<file path="src/rtl/uart_periph.sv">
// uart_periph: memory-mapped 8N1 UART with a single-frame transmitter and a
// receiver feeding a small circular FIFO that the core pops with word loads.
module uart_periph #(
  parameter int unsigned CLKS_PER_BIT = 868,
  parameter int unsigned RX_DEPTH     = 16
) (
  input  logic                        clk,
  input  logic                        reset,
  input  logic                        uart_start,
  input  logic [7:0]                  tx_data,
  input  logic                        uart_read_en,
  output logic [31:0]                 rx_rdata,
  output logic                        tx,
  input  logic                        rx,
  output logic                        tx_busy,
  output logic [$clog2(RX_DEPTH):0]   rx_count,
  output logic                        rx_overflow,
  output logic                        rx_frame_err
);

  localparam int unsigned BW = $clog2(CLKS_PER_BIT);
  localparam int unsigned AW = $clog2(RX_DEPTH);
  localparam int unsigned CW = AW + 1;

  localparam logic [BW-1:0] BIT_END  = BW'(CLKS_PER_BIT - 1);
  localparam logic [BW-1:0] HALF_END = BW'((CLKS_PER_BIT / 2) - 1);
  localparam logic [CW-1:0] FULL_CNT = CW'(RX_DEPTH);

  typedef enum logic [1:0] {
    ST_IDLE  = 2'd0,
    ST_START = 2'd1,
    ST_DATA  = 2'd2,
    ST_STOP  = 2'd3
  } uart_state_t;

  // ---------------------------------------------------------------- transmit
  uart_state_t    tx_state;
  logic [BW-1:0]  tx_baud;
  logic [2:0]     tx_bit;
  logic [7:0]     tx_shift;

  // Transmit FSM: start bit, eight data bits LSB first, stop bit
  always_ff @(posedge clk or posedge reset) begin
    if (reset) begin
      tx_state <= ST_IDLE;
      tx       <= 1'b1;
      tx_busy  <= 1'b0;
      tx_baud  <= '0;
      tx_bit   <= '0;
      tx_shift <= '0;
    end else begin
      case (tx_state)
        ST_IDLE: begin
          if (uart_start) begin
            tx_shift <= tx_data;
            tx_bit   <= '0;
            tx_baud  <= '0;
            tx       <= 1'b0;
            tx_busy  <= 1'b1;
            tx_state <= ST_START;
          end
        end
        ST_START: begin
          if (tx_baud == BIT_END) begin
            tx_baud  <= '0;
            tx       <= tx_shift[0];
            tx_shift <= tx_shift >> 1;
            tx_state <= ST_DATA;
          end else begin
            tx_baud <= tx_baud + 1'b1;
          end
        end
        ST_DATA: begin
          if (tx_baud == BIT_END) begin
            tx_baud <= '0;
            if (tx_bit == 3'd7) begin
              tx       <= 1'b1;
              tx_state <= ST_STOP;
            end else begin
              tx_bit   <= tx_bit + 1'b1;
              tx       <= tx_shift[0];
              tx_shift <= tx_shift >> 1;
            end
          end else begin
            tx_baud <= tx_baud + 1'b1;
          end
        end
        ST_STOP: begin
          if (tx_baud == BIT_END) begin
            tx_baud  <= '0;
            tx_busy  <= 1'b0;
            tx_state <= ST_IDLE;
          end else begin
            tx_baud <= tx_baud + 1'b1;
          end
        end
        default: tx_state <= ST_IDLE;
      endcase
    end
  end

  // ----------------------------------------------------------------- receive
  logic [1:0]     rx_sync;
  logic           rx_s;
  uart_state_t    rx_state;
  logic [BW-1:0]  rx_baud;
  logic [2:0]     rx_bit;
  logic [7:0]     rx_shift;

  // Two-flop synchronizer for the asynchronous serial input, idles high
  always_ff @(posedge clk or posedge reset) begin
    if (reset) begin
      rx_sync <= 2'b11;
    end else begin
      rx_sync <= {rx_sync[0], rx};
    end
  end

  assign rx_s = rx_sync[1];

  // Receive FSM: mid-bit start check, eight data samples, one stop sample
  always_ff @(posedge clk or posedge reset) begin
    if (reset) begin
      rx_state <= ST_IDLE;
      rx_baud  <= '0;
      rx_bit   <= '0;
      rx_shift <= '0;
    end else begin
      case (rx_state)
        ST_IDLE: begin
          if (!rx_s) begin
            rx_baud  <= '0;
            rx_state <= ST_START;
          end
        end
        ST_START: begin
          if (rx_baud == HALF_END) begin
            rx_baud <= '0;
            rx_bit  <= '0;
            // A line that is high again at mid-start was only a glitch
            rx_state <= rx_s ? ST_IDLE : ST_DATA;
          end else begin
            rx_baud <= rx_baud + 1'b1;
          end
        end
        ST_DATA: begin
          if (rx_baud == BIT_END) begin
            rx_baud  <= '0;
            rx_shift <= {rx_s, rx_shift[7:1]};
            if (rx_bit == 3'd7) begin
              rx_state <= ST_STOP;
            end else begin
              rx_bit <= rx_bit + 1'b1;
            end
          end else begin
            rx_baud <= rx_baud + 1'b1;
          end
        end
        ST_STOP: begin
          if (rx_baud == BIT_END) begin
            rx_baud  <= '0;
            rx_state <= ST_IDLE;
          end else begin
            rx_baud <= rx_baud + 1'b1;
          end
        end
        default: rx_state <= ST_IDLE;
      endcase
    end
  end

  // -------------------------------------------------------------------- fifo
  logic [7:0]     fifo_mem [RX_DEPTH];
  logic [AW-1:0]  wr_ptr;
  logic [AW-1:0]  rd_ptr;
  logic           stop_smp;
  logic           fifo_full;
  logic           fifo_empty;
  logic           push;
  logic           pop;

  assign stop_smp   = (rx_state == ST_STOP) && (rx_baud == BIT_END);
  assign fifo_full  = (rx_count == FULL_CNT);
  assign fifo_empty = (rx_count == '0);
  assign pop        = uart_read_en && !fifo_empty;
  // A pop on the same edge frees the slot, so a full FIFO still accepts
  assign push       = stop_smp && rx_s && (!fifo_full || pop);

  // Sticky receive error flags, cleared only by reset
  always_ff @(posedge clk or posedge reset) begin
    if (reset) begin
      rx_overflow  <= 1'b0;
      rx_frame_err <= 1'b0;
    end else begin
      if (stop_smp && rx_s && !push) begin
        rx_overflow <= 1'b1;
      end
      if (stop_smp && !rx_s) begin
        rx_frame_err <= 1'b1;
      end
    end
  end

  // Wrapping pointers and occupancy count
  always_ff @(posedge clk or posedge reset) begin
    if (reset) begin
      wr_ptr   <= '0;
      rd_ptr   <= '0;
      rx_count <= '0;
    end else begin
      if (push) begin
        wr_ptr <= wr_ptr + 1'b1;
      end
      if (pop) begin
        rd_ptr <= rd_ptr + 1'b1;
      end
      case ({push, pop})
        2'b10:   rx_count <= rx_count + 1'b1;
        2'b01:   rx_count <= rx_count - 1'b1;
        default: rx_count <= rx_count;
      endcase
    end
  end

  // Storage array; contents are don't-care until written
  always_ff @(posedge clk) begin
    if (push) begin
      fifo_mem[wr_ptr] <= rx_shift;
    end
  end

  // Single-cycle load data: head byte, or all ones when empty
  assign rx_rdata = fifo_empty ? 32'hFFFF_FFFF : {24'h0, fifo_mem[rd_ptr]};

endmodule
</file>
<file path="config.mk">
export PLATFORM = sky130hd
export DESIGN_NAME = uart_periph
export DESIGN_NICKNAME = d
export VERILOG_FILES = /design/src/rtl/uart_periph.sv
export SDC_FILE = /design/constraint.sdc
export NUM_CORES = 1
export LEC_CHECK = 0
export CAP_MARGIN = 0
export CORE_AREA = 3 3 261 135
export DETAILED_ROUTE_END_ITERATION = 10
export DIE_AREA = 0 0 264 138
export GPL_TIMING_DRIVEN = 0
export PLACE_DENSITY = 0.45
export RECOVER_POWER = 100
export SYNTH_ARGS = -nofsm -noshare
export SYNTH_HDL_FRONTEND = slang
export SYNTH_SLANG_ARGS = --single-unit
</file>
<file path="constraint.sdc">
create_clock -name clk -period 3.9 [get_ports clk]
set_input_delay 0.39 -clock clk [delete_from_list [all_inputs] [get_ports clk]]
set_output_delay 0.39 -clock clk [all_outputs]
set_load 0.005 [all_outputs]
</file>
* After elaboration in Yosys (flattened, before gate mapping)
Memory sizes are Yosys's and may differ from the RTL's.
Index checks and enable logic that the tools add are counted.
** Storage, ports and cells
- Register bits after elaboration :: 65
- Memory bits (writable) :: 128
- Input bits :: 13
- Output and inout bits :: 41
- Logic and storage cells :: 125
- Memories :: 1
** Cells by class
- $add $sub $neg :: 8
- Eq/ne operators :: 26
- Muxes and demuxes :: 45
- Reductions and logical operators :: 29
** Memory list
- fifo_mem :: depth 16, bits a word 8, read ports 1, clocked after memory_dff 0, write ports 1, line 173 : logic [7:0] fifo_mem [RX_DEPTH];
** Operators by type and width (count)
- 10-bit two-way mux :: 5
- 32-bit two-way mux :: 1
- 8-bit two-way mux :: 4
- 10-bit one-hot mux with 3 select lines :: 1
- 2-bit != test (second input constant) :: 12
- 8-bit one-hot mux with 3 select lines :: 1
- 2-bit two-way mux :: 11
- 10-bit by 1-bit adder with 10-bit output (second input constant) :: 2
- 10-bit equality test (second input constant) :: 2
- 10-bit one-hot mux with 2 select lines :: 1
- 3-bit two-way mux :: 6
- 2-bit one-hot mux with 4 select lines :: 2
- 5-bit AND reduction :: 3
- 3-bit one-hot mux with 2 select lines :: 2
- 4-bit AND reduction :: 3
- 10-bit by 9-bit equality test with 1-bit output (second input constant) :: 1
- 2-bit equality test (second input constant) :: 5
- 5-bit one-hot mux with 2 select lines :: 1
- 4-bit by 1-bit adder with 4-bit output (second input constant) :: 2
- 1-bit two-way mux :: 8
- 2-bit nonzero test :: 4
- 3-bit by 1-bit adder with 3-bit output (second input constant) :: 2
- 2-bit by 1-bit equality test with 1-bit output (second input constant) :: 3
- 3-bit equality test (second input constant) :: 2
- other kinds (15) :: 24

* Depth between registers and ports, before layout
Gate-level depths: netlist (run 1).
- Depth after elaboration :: 7
- Depth in mapped cells :: 10
- Depth with buffers taken out :: 10

* Least setup slack after synthesis (run 1)
No wires, ideal clock.
- Path kind :: flip-flop to flip-flop
- Start :: register rx_baud[7]
- End :: memory fifo_mem[4][0] (enable)
- Setup time :: 395 ps
- Arrival time :: 2579 ps
- Data required time :: 3505 ps
- Setup slack :: 927 ps
- Cell stages (with the launch flop) :: 6
- Path buffers :: 1
- Clock period less this slack :: 2973 ps
- Cells stage by stage :: dfrtp_1 -> nand4b_1 -> or4_1 -> or3_4 -> clkbuf_1 -> nor4_1
** On the way
- Cells in the longest elaborated chain, start to end :: 6
** RTL lines
- start, declared :: line 106 : logic [BW-1:0] rx_baud;
- start signal, assigned :: line 143 : rx_baud <= rx_baud + 1'b1;
- start signal, assigned :: line 156 : rx_baud <= rx_baud + 1'b1;
- start signal, assigned :: line 164 : rx_baud <= rx_baud + 1'b1;
- 10-bit equality test :: line 182 : assign stop_smp = (rx_state == ST_STOP) && (rx_baud == BIT_END);
- 1-bit logical AND :: line 182
- 1-bit logical AND (2 in a row) :: line 187 : assign push = stop_smp && rx_s && (!fifo_full || pop);
- 1-bit two-way mux :: line 227 : if (push) begin
- 1-bit two-way mux (implied by the code) :: line 228 : fifo_mem[wr_ptr] <= rx_shift;
- end, declared :: line 173
Every way passes these cells.

==> run metrics, run 1 <==
critical path's slowest cell nor4_1; Pre-Repair DR Iteration Count 4; Finished Cell Area ~0.010 sq mm; Max Cap Viol 2; synthesized instance count between 500 and 600; register area share after synthesis 0.6408; cells along the critical path nand4b_1, or4_1, or3_1, clkbuf_1, nor4_1, buf_4; min cycle time layout around 3.7 ns; flops & latches, synth 193; leading area contributor after synthesis edfxtp_1; DRT iter0 DRCs 340; layout cells sized above 1 0.1985; clock sinks just under 200; Rows 47; Mapped Nets about 600; DP Area roughly 0.01 sq mm; Top FF cell, synth edfxtp_1; Via density about 4.4; initial antenna violation count 0; CTS clk-pin slew, worst paths 0.08 ns; grt ovf 0; Final setup viols 0; setup repair after global routing missed its margin no; Non-Filler Instances 1106; WP data arrival about 3.9 ns; run status finished, violations left; routability cong. 0.7487; Final Cycle Share 0.9535; largest net degree at the start of global routing between 60 and 70; critical path type flip-flop to flip-flop; I/O Buffers 53; Buf+Inv Stages, Crit Path 2; Pleak ~3.8 nW; HP Class flip-flop to flip-flop; top cell type's share of synthesized area 0.4500; DP HPWL 13140 microns; synthesis-to-layout area growth 20.65%; Placed Instances between 1000 and 1500; crit end category flip-flop; synth top area cells edfxtp_1 (45%), dfrtp_1 (18%), mux4_2 (11%); initial core utilization 0.2594; hold buffer count at cts 0; CP peak stage delay around 1.1 ns; GRT Total Usage 0.1080; total power draw around 0.0063 W; first-pass GRT wire length between 30000 and 40000 microns; Max clock buf depth 2; CP Launch Type flip-flop; Mean Syn Cell Area 15.07 sq um; DR DRC count 0; Avg WL per Cell between 15 and 20 microns; Post-synth EDFFs 128; Sum Neg Setup Slack 0 ns; Routed Antenna Nets 0; crit-path max FO 10; Post-CTS Repair Setup Buffers 0; # nets final slightly below 700; Post-synth ARST share 0.3368; CP required approximately 4.1 ns; H-tree Lvls 4; clock latency on the worst-skew pair ~0.44 ns; vias in the first global route 5033; I/O pins 54; vias around 4900; TritonCTS buffer count 17; Post-Synthesis Cell Area 0.008542 sq mm; root buffer cell clkbuf_16; f_max 268.9 MHz; Ant. Diodes 0; Worst Tran Pin Value between 2 and 3 ns; Distinct cells, synth 54; total core area 0.03293 sq mm; Ys Warns 0; slew margin rel. -0.7395; Slew Viols, Final 76; Total Wirelength about 19000 microns; die width 264 microns; PwrDens between 600 and 700 mW/mm^2; Clock Skew 0.01232 ns; die area 0.03643 sq mm; peak supply drop 0.0003107 V; CTS tree done; failing checks max-capacitance violations, max-slew violations; Fin. Hold Viols 0; Largest delay share family, worst path simple AND/OR/NAND/NOR gates; die height ~140 microns
-- Yosys cell counts, types with 2 or more instances --
| cell | instances |
|---|---|
| a21o_1 | 5 |
| xor2_1 | 2 |
| a22o_1 | 2 |
| nand4bb_1 | 2 |
| or3_4 | 2 |
| dfstp_2 | 3 |
| inv_1 | 19 |
| or3_1 | 3 |
| nor3_1 | 6 |
| a21oi_1 | 8 |
| buf_4 | 24 |
| mux4_2 | 40 |
| nand4_1 | 6 |
| nor4_1 | 15 |
| a31oi_1 | 2 |
| clkbuf_1 | 15 |
| o21ai_1 | 2 |
| and2_1 | 3 |
| and3_1 | 2 |
| ha_1 | 20 |
| or2_2 | 8 |
| nand3b_1 | 2 |
| nor2b_1 | 6 |
| nor2_1 | 17 |
| nand2b_1 | 7 |
| o31ai_1 | 6 |
| o22ai_1 | 2 |
| nand2_1 | 41 |
| mux2i_1 | 11 |
| xnor2_1 | 10 |
| o211ai_1 | 4 |
| buf_1 | 4 |
| edfxtp_1 | 128 |
| buf_2 | 4 |
| mux2_2 | 12 |
| or4_1 | 2 |
| nand3_1 | 9 |
| o21ai_0 | 35 |
| dfrtp_1 | 62 |
| nand4b_1 | 2 |
-- timing repair --
item / CTS / global route
resized for setup: 2 / 6
setup endpoints to repair: 8 / 8
gates cloned: 0 / 0
-- where the power goes --
group	total, W	internal, W	switching (W)
Combinational	0.00201	0.00108	0.000932
Clock	0.00184	0.000941	0.000897
Sequential	0.00241	0.00229	0.000111
Total	0.00625	0.00431	0.00194
-- sequential cells by signal, summed over array words and instances, names as in the netlist, named ones only --
name and count:
rx_frame_err 1, tx_state 2, rx_state 1, tx 1
rx_overflow 1, tx_busy 1, rx_baud 10, rd_ptr 4
rx_sync 2, fifo_mem 128, rx_bit 3, rx_shift 8
rx_count 5, tx_shift 8, tx_bit 3, tx_baud 10
wr_ptr 4
-- logic make-up after synthesis --
logic type	Yosys count	share of synthesized area
AND/OR/NAND/NOR	135	0.08422
flip-flops	193	0.6408
AO/OA/AOI/OAI	77	0.05669
adder cells (fa/ha/maj)	21	0.03164
XOR/XNOR	12	0.01230
multiplexers	63	0.1342
buffers and inverters	66	0.04013
-- routing by layer --
layer  GRT usage  vias up  routed length, microns
met5           0        -                       0
met4     0.03111        0                     117
met3     0.02734        9                     994
met2      0.1737       81                    9053
met1      0.1452     2447                    8890
li1            -     2314                       -
-- layout by cell type (no fill, tap or decap), types with 5 or more instances in the layout --
master	instances
nor2_1	17
inv_8	5
nor3_1	6
nand4_1	6
nand3_1	9
a21o_1	5
clkdlybuf4s50_1	33
inv_1	19
ha_1	20
o21ai_0	37
dfrtp_1	62
clkbuf_16	17
clkbuf_1	21
clkbuf_2	5
nand2_1	41
mux2_2	11
nor4_1	16
clkbuf_4	15
edfxtp_1	128
mux2i_1	11
nor2b_1	6
o31ai_1	6
or3_1	5
nand2b_1	7
a21oi_1	9
or2_2	8
buf_4	12
dlygate4sd3_1	20
xnor2_1	10
mux4_2	40
-- cell type report --
cell class	instances	area [sq um]
Multi-Input combinational cell	308	2705
Buffer	47	280.3
Clock inverter	15	195.2
Sequential cell	193	5474
Inverter	19	71.32
Fill cell	3278	22630
Timing Repair Buffer	66	603.1
Clock buffer	17	425.4
Tap cell	441	551.8
-- stage by stage --
step | setup WS (ns) | util | hold slack (ns)
2_1_floorplan | 0.9265 | - | 0.3452
3_3_place_gp | -0.3685 | 0.2922 | 0.3472
3_5_place_dp | 0.3226 | 0.2980 | 0.3496
4_1_cts | 0.02216 | 0.3169 | 0.3375
5_1_grt | 0.03099 | 0.3130 | 0.3661
6_report | 0.1815 | 0.3130 | 0.3606
-- worst register-to-register path, cell delays in order (launching register included) --
cell and delay (ns):
dfrtp_1 0.50, nand4b_1 0.25, or4_1 0.55, or3_1 0.50
clkbuf_1 0.25, nor4_1 1.05, buf_4 0.32
-- path summary, 6_finish.rpt --
| kind | from | slack (ns) | depth (start not counted) | end |
|---|---|---|---|---|
| worst max-delay path | flip-flop | 0.18 | 6 | fifo_mem[7][1] |
| worst min-delay path | rx_sync[0] | 0.36 | 0 | rx_sync[1] |
| worst max register to register | flip-flop | 0.18 | 6 | fifo_mem[7][1] |
| worst min register to register | rx_sync[0] | 0.36 | 0 | rx_sync[1] |
| max in group asynchronous | reset | 1.10 | 2 | rd_ptr[2] |
| min in group asynchronous | reset | 1.32 | 2 | rx_count[0] |
(Power assumes the default switching activity.)
==> inputs of run 2 (changes only) <==
--- a/config.mk
+++ b/config.mk
@@ -5,10 +5,11 @@
 export SDC_FILE = /design/constraint.sdc
 export NUM_CORES = 1
 export LEC_CHECK = 0
+export ABC_AREA = 1
 export CAP_MARGIN = 0
-export CORE_AREA = 3 3 261 135
+export CORE_AREA = 3 3 264 136
 export DETAILED_ROUTE_END_ITERATION = 10
-export DIE_AREA = 0 0 264 138
+export DIE_AREA = 0 0 267 139
 export GPL_TIMING_DRIVEN = 0
 export PLACE_DENSITY = 0.45
 export RECOVER_POWER = 100
==> run metrics, run 2 <==
Final setup viols 0; PwrDens between 600 and 700 mW/mm^2; die width approximately 270 microns; Fin. Hold Viols 0; critical path's slowest cell dlygate4sd3_1; Pleak between 4 and 5 nW; most common cell after layout, fill and taps aside nor2_1; synth top area cells edfxtp_1 (44%), dfrtp_1 (18%), nor2_1 (5.6%); Final Cycle Share 0.9653; Post-Synthesis Cell Area between 0.008 and 0.009 sq mm; largest family of logic cells by synthesized area simple AND/OR/NAND/NOR gates; first-pass GRT wire length between 30000 and 40000 microns; register area share after synthesis 0.6240; Largest delay share family, worst path buffers and inverters; Ant. Diodes 0; DRT iter0 DRCs between 500 and 600; Top FF cell, synth edfxtp_1; Slew Viols, Final 42; H-tree Lvls 4; leading area contributor after synthesis edfxtp_1; min cycle time layout ~3.8 ns; Buf+Inv Stages, Crit Path 5; Reg-to-Reg Start rx_baud[0]; initial core utilization 0.2581; I/O pins 54; Mapped Nets between 800 and 900; final hold slack 0.3564 ns; Max Cap Viol 1; GRT Total Usage 0.1341; die area approximately 0.037 sq mm; vias 6161; xor and xnor area share after synthesis 0.01298; Reg2Reg Setup Slack between 0.8 and 0.9 ns; clock share of power 0.258; Pre-Repair DR Iteration Count 5; initial antenna violation count 0; largest register by flop count fifo_mem; Psw 0.002640 W; Finished Cell Area a little over 0.01 sq mm; vias in the first global route roughly 5500; Rows 48; die height between 100 and 150 microns; TritonCTS buffer count 17; Via density between 4 and 5; WP data arrival ~3.4 ns; crit-path max FO 10; setup repair after global routing missed its margin no; HP Class flip-flop to flip-flop; worst reg2reg path depth 7; Routed Antenna Nets 0; worst hold path depth 0; # resized after CTS 0; Synth Area in Simple Gates 0.1572; synthesis-to-layout area growth 18.39%; DR DRC count 0; failing checks max-capacitance violations, max-slew violations; CP Launch Type flip-flop; Worst Tran Pin Value 1.993 ns; internal power a little over 0.004 W; root buffer cell clkbuf_16; Post-Synth Adder-Cell Area 0.03081; Avg WL per Cell between 15 and 20 microns; CP peak stage delay just under 0.6 ns; Ys Warns 0; run status finished, violations left; Worst Hold End rx_sync[1]; Max clock buf depth 2; f_max 265.6 MHz; top cell type's share of synthesized area 0.4382; Comb pwr share 0.385; mux contribution to synthesized area 0.01697; reg-to-reg critical path endpoint fifo_mem[3][0]; largest net degree at the start of global routing between 40 and 50; layout cells sized above 1 0.09181; max reg flops between 100 and 150; hold buffer count at cts 0; compound-cell area share of the yosys netlist 0.1010; CTS tree done; top flop regs fifo_mem (128), rx_baud (10), tx_baud (10); total core area 0.03399 sq mm; peak supply drop around 0.0003 V; Post-synth EDFFs between 100 and 150; Total Wirelength roughly 24000 microns; grt ovf 0; clock sinks just under 200; hold_sp rx_sync[0]; cells along the critical path buf_2, inv_1, buf_2, clkbuf_1, o21ai_0, o211ai_1, nand3_1, nand3_1, dlygate4sd3_1; slew margin rel. -0.3286; CP required 3.51 ns; Clock Skew between 0.015 and 0.02 ns; Post-CTS Repair Setup Buffers 0; switch share 0.3890; Flop pwr share 0.357; commonest non-fill, non-tap cells in the layout nor2_1 (133), edfxtp_1 (128), nand2_1 (112); Sum Neg Setup Slack 0 ns; Distinct cells, synth 38; flops & latches, synth approximately 190; Mean Syn Cell Area 10.72 sq um; Post-synth ARST share 0.3368; CTS clk-pin slew, worst paths roughly 0.07 ns; routability cong. roughly 0.9; # nets final between 900 and 1000; clock latency on the worst-skew pair 0.45 ns; most frequent cells after synthesis nor2_1 (132), edfxtp_1 (128), nand2_1 (110); layout filler cell count between 3000 and 4000; DP Area around 0.0099 sq mm; I/O Buffers between 50 and 60; critical path type flip-flop to primary output; synthesized instance count between 800 and 900; crit end category primary output; top-count cell post-synth nor2_1; DP HPWL about 18000 microns
run 2: power groups by stage:
stage	registers, W	clock network (W)	logic (W)
finish	0.00242	0.00175	0.00261
global route	0.00244	0.00187	0.00290
CTS	0.00242	0.00179	0.00271
detailed placement	0.00246	0	0.00270
global placement	0.00247	0	0.00270
floorplan	0.00242	0	0.00161
run 2: cells by family (layout without fill, tap and decap cells):
logic type	after synthesis	count (layout)
compound gates	150	150
flops	193	193
buf+inv	104	190
xor+xnor	13	13
fa+ha+maj	21	21
simple gates	323	323
mux	14	14
run 2: metrics by stage:
stage	setup slack (ns)	util	power [W]	std cells
final	0.1354	0.3055	0.006786	1354
after global routing	0.03370	0.3055	0.007218	1354
after CTS	0.2862	0.3083	0.006924	1354
after detailed placement	0.7957	0.2911	0.005168	1322
after global placement	0.2899	0.2902	0.005162	1321
after floorplan	1.650	-	0.004031	818
run 2: worst max-delay path by stage:
stage / startpoint / to / slack [ns] / cells after the start
floorplan: rx_count[0] / rx_count[4] / 1.65 / 15
global placement: reset / rd_ptr[2] / 0.29 / 2
detailed placement: rd_ptr[0] / rx_rdata[3] / 0.80 / 9
CTS: rd_ptr[0] / rx_rdata[0] / 0.29 / 9
global route: rd_ptr[0] / rx_rdata[3] / 0.03 / 9
finish: rd_ptr[0] / rx_rdata[3] / 0.14 / 9
run 2: per-layer routing:
layer / wire length, microns / up-vias / part of all wire / track usage
met5: 0 / - / 0 / 0
met4: 180 / 0 / 0.0074 / 0.02851
met3: 1717 / 12 / 0.071 / 0.04166
met2: 7968 / 152 / 0.33 / 0.1406
met1: 14480 / 3043 / 0.59 / 0.2396
li1: - / 2954 / - / -
run 2: area by class of cell:
class / count / area (sq um) / share of cell area
clock inverters: 13 / 141.4 / 0.01361
plain buffers: 51 / 292.8 / 0.02819
flip-flops and latches: 193 / 5474 / 0.5271
inverters: 53 / 200.2 / 0.01928
multi-input cells: 521 / 2728 / 0.2626
repair buffers: 54 / 543.0 / 0.05229
well taps: 450 / 563.0 / 0.05422
clock buffers: 19 / 442.9 / 0.04265
==> inputs of run 3 (changes only) <==
--- a/config.mk
+++ b/config.mk
@@ -7,11 +7,11 @@
 export LEC_CHECK = 0
 export ABC_AREA = 1
 export CAP_MARGIN = 0
-export CORE_AREA = 3 3 264 136
+export CORE_AREA = 3 3 192 100
 export DETAILED_ROUTE_END_ITERATION = 10
-export DIE_AREA = 0 0 267 139
+export DIE_AREA = 0 0 195 103
 export GPL_TIMING_DRIVEN = 0
-export PLACE_DENSITY = 0.45
+export PLACE_DENSITY = 0.72
 export RECOVER_POWER = 100
 export SYNTH_ARGS = -nofsm -noshare
 export SYNTH_HDL_FRONTEND = slang
==> run metrics, run 3 (same netlist as run 2, synthesis figures left out) <==
total core area roughly 0.017 sq mm; Pleak 4.304 nW; Finished Cell Area between 0.01 and 0.015 sq mm; DP HPWL around 13000 microns; hold_sp rx_sync[0]; TritonCTS buffer count 17; run status finished, violations left; root buffer cell clkbuf_16; Reg-to-Reg Start rx_count[0]; critical path's slowest cell dlygate4sd3_1; synthesis-to-layout area growth 15.72%; I/O pins 54; die height approximately 100 microns; clock latency on the worst-skew pair between 0.4 and 0.5 ns; slew margin rel. -0.02122; total power draw roughly 0.0066 W; Final setup viols 0; # resized after CTS 0; DP Worst Slack ~1.1 ns; Critical Path Start rd_ptr[0]; DRT iter0 DRCs 500; Fin. Hold Viols 0; final setup margin 0.3922 ns; Pre-Repair DR Iteration Count 5; PwrDens roughly 650 mW/mm^2; DP Area approximately 0.0096 sq mm; crit-path max FO 10; final hold slack around 0.36 ns; CTS tree done; initial core utilization 0.5029; HP Class flip-flop to flip-flop; Slew Viols, Final 28; commonest non-fill, non-tap cells in the layout nor2_1 (133), edfxtp_1 (128), nand2_1 (112); Ant. Diodes 0; CP Launch Type flip-flop; DR DRC count 0; Max clock buf depth 2; Avg WL per Cell 16.80 microns; CP required 3.51 ns; Max Cap Viol 1; most common cell after layout, fill and taps aside nor2_1; # nets final about 930; Via density between 5 and 6; Sum Neg Setup Slack 0 ns; H-tree Lvls 4; Clock Skew ~0.014 ns; setup repair after global routing missed its margin no; CTS clk-pin slew, worst paths 0.07 ns; f_max between 200 and 300 MHz; layout cells sized above 1 0.09071; WP data arrival between 3 and 4 ns; max reg flops ~130; largest net degree at the start of global routing 40; min cycle time layout 3.508 ns; Routed Antenna Nets 0; top flop regs fifo_mem (128), rx_baud (10), tx_baud (10); largest register by flop count fifo_mem; hold buffer count at cts 0; routability cong. between 0.8 and 0.9; Buf+Inv Stages, Crit Path 3; Worst Tran Pin Value around 1.5 ns; vias in the first global route between 5000 and 6000; die area about 0.020 sq mm; Post-CTS Repair Setup Buffers 0; Largest delay share family, worst path buffers and inverters; vias 6124; initial antenna violation count 0; Rows 34; clock sinks 193; layout filler cell count 1440; CP peak stage delay 0.59 ns; Final Cycle Share 0.8994; first-pass GRT wire length 30650 microns; failing checks max-capacitance violations, max-slew violations; peak supply drop between 0.0003 and 0.0004 V; die width 195 microns; I/O Buffers between 50 and 60; critical path type flip-flop to primary output; GRT Total Usage 0.1963; crit end category primary output; Total Wirelength 19120 microns; grt ovf 0; cells along the critical path clkbuf_1, clkbuf_1, o21ai_0, o211ai_1, nand3_1, nand3_1, dlygate4sd3_1
==> run 3: worst paths after layout <==
kind | to | slack (ns) | cells past startpoint
max | rx_rdata[1] | 0.39 | 7
min | rx_sync[1] | 0.36 | 0
max reg2reg | rx_count[4] | 0.92 | 15
min reg2reg | rx_sync[1] | 0.36 | 0
max in group asynchronous | rx_shift[7] | 1.01 | 3
min in group asynchronous | tx_busy | 0.82 | 2
==> run 3: metrics by stage <==
stage	std cells	utilization
after floorplan	818	-
after global placement	1105	0.5501
after detailed placement	1106	0.5513
after CTS	1138	0.5875
after global routing	1138	0.5820
final	1138	0.5820
==> run 3: power by group <==
group | switching, W | total (W) | internal, W
logic | 0.00141 | 0.00240 | 0.000982
registers | 0.000106 | 0.00240 | 0.00229
clock network | 0.000873 | 0.00182 | 0.000943
total | 0.00239 | 0.00661 | 0.00422
==> run 3: worst reg2reg max path, cell delays in order (launching register included) <==
cell and delay [ns]:
dfrtp_1 0.45, nor2_1 0.18, nand3_1 0.43, nand2_1 0.35
inv_1 0.18, nand2_1 0.22, inv_1 0.14, ha_1 0.34
a21oi_1 0.17, nand2_1 0.09, nand3_1 0.09, nand2_1 0.06
nand2_1 0.06, nand2_1 0.04, nand2_1 0.05, inv_1 0.04
==> run 3: routing by layer <==
metal,wire length (microns),up-vias,track usage
met1,8303,2892,0.2521
li1,-,2967,-
met3,1376,39,0.03787
met5,0,-,0
met2,8955,226,0.3349
met4,484,0,0.08265
==> run 3: layout make-up <==
class                   instances  area, sq um  area share
inverters                      53        198.9     0.01960
well taps                     234        292.8     0.02884
repair buffers                 54        534.3     0.05263
multi-input cells             521         2728      0.2687
plain buffers                  51        291.5     0.02872
flip-flops and latches        193         5474      0.5393
clock inverters                15        206.4     0.02034
clock buffers                  17        425.4     0.04191
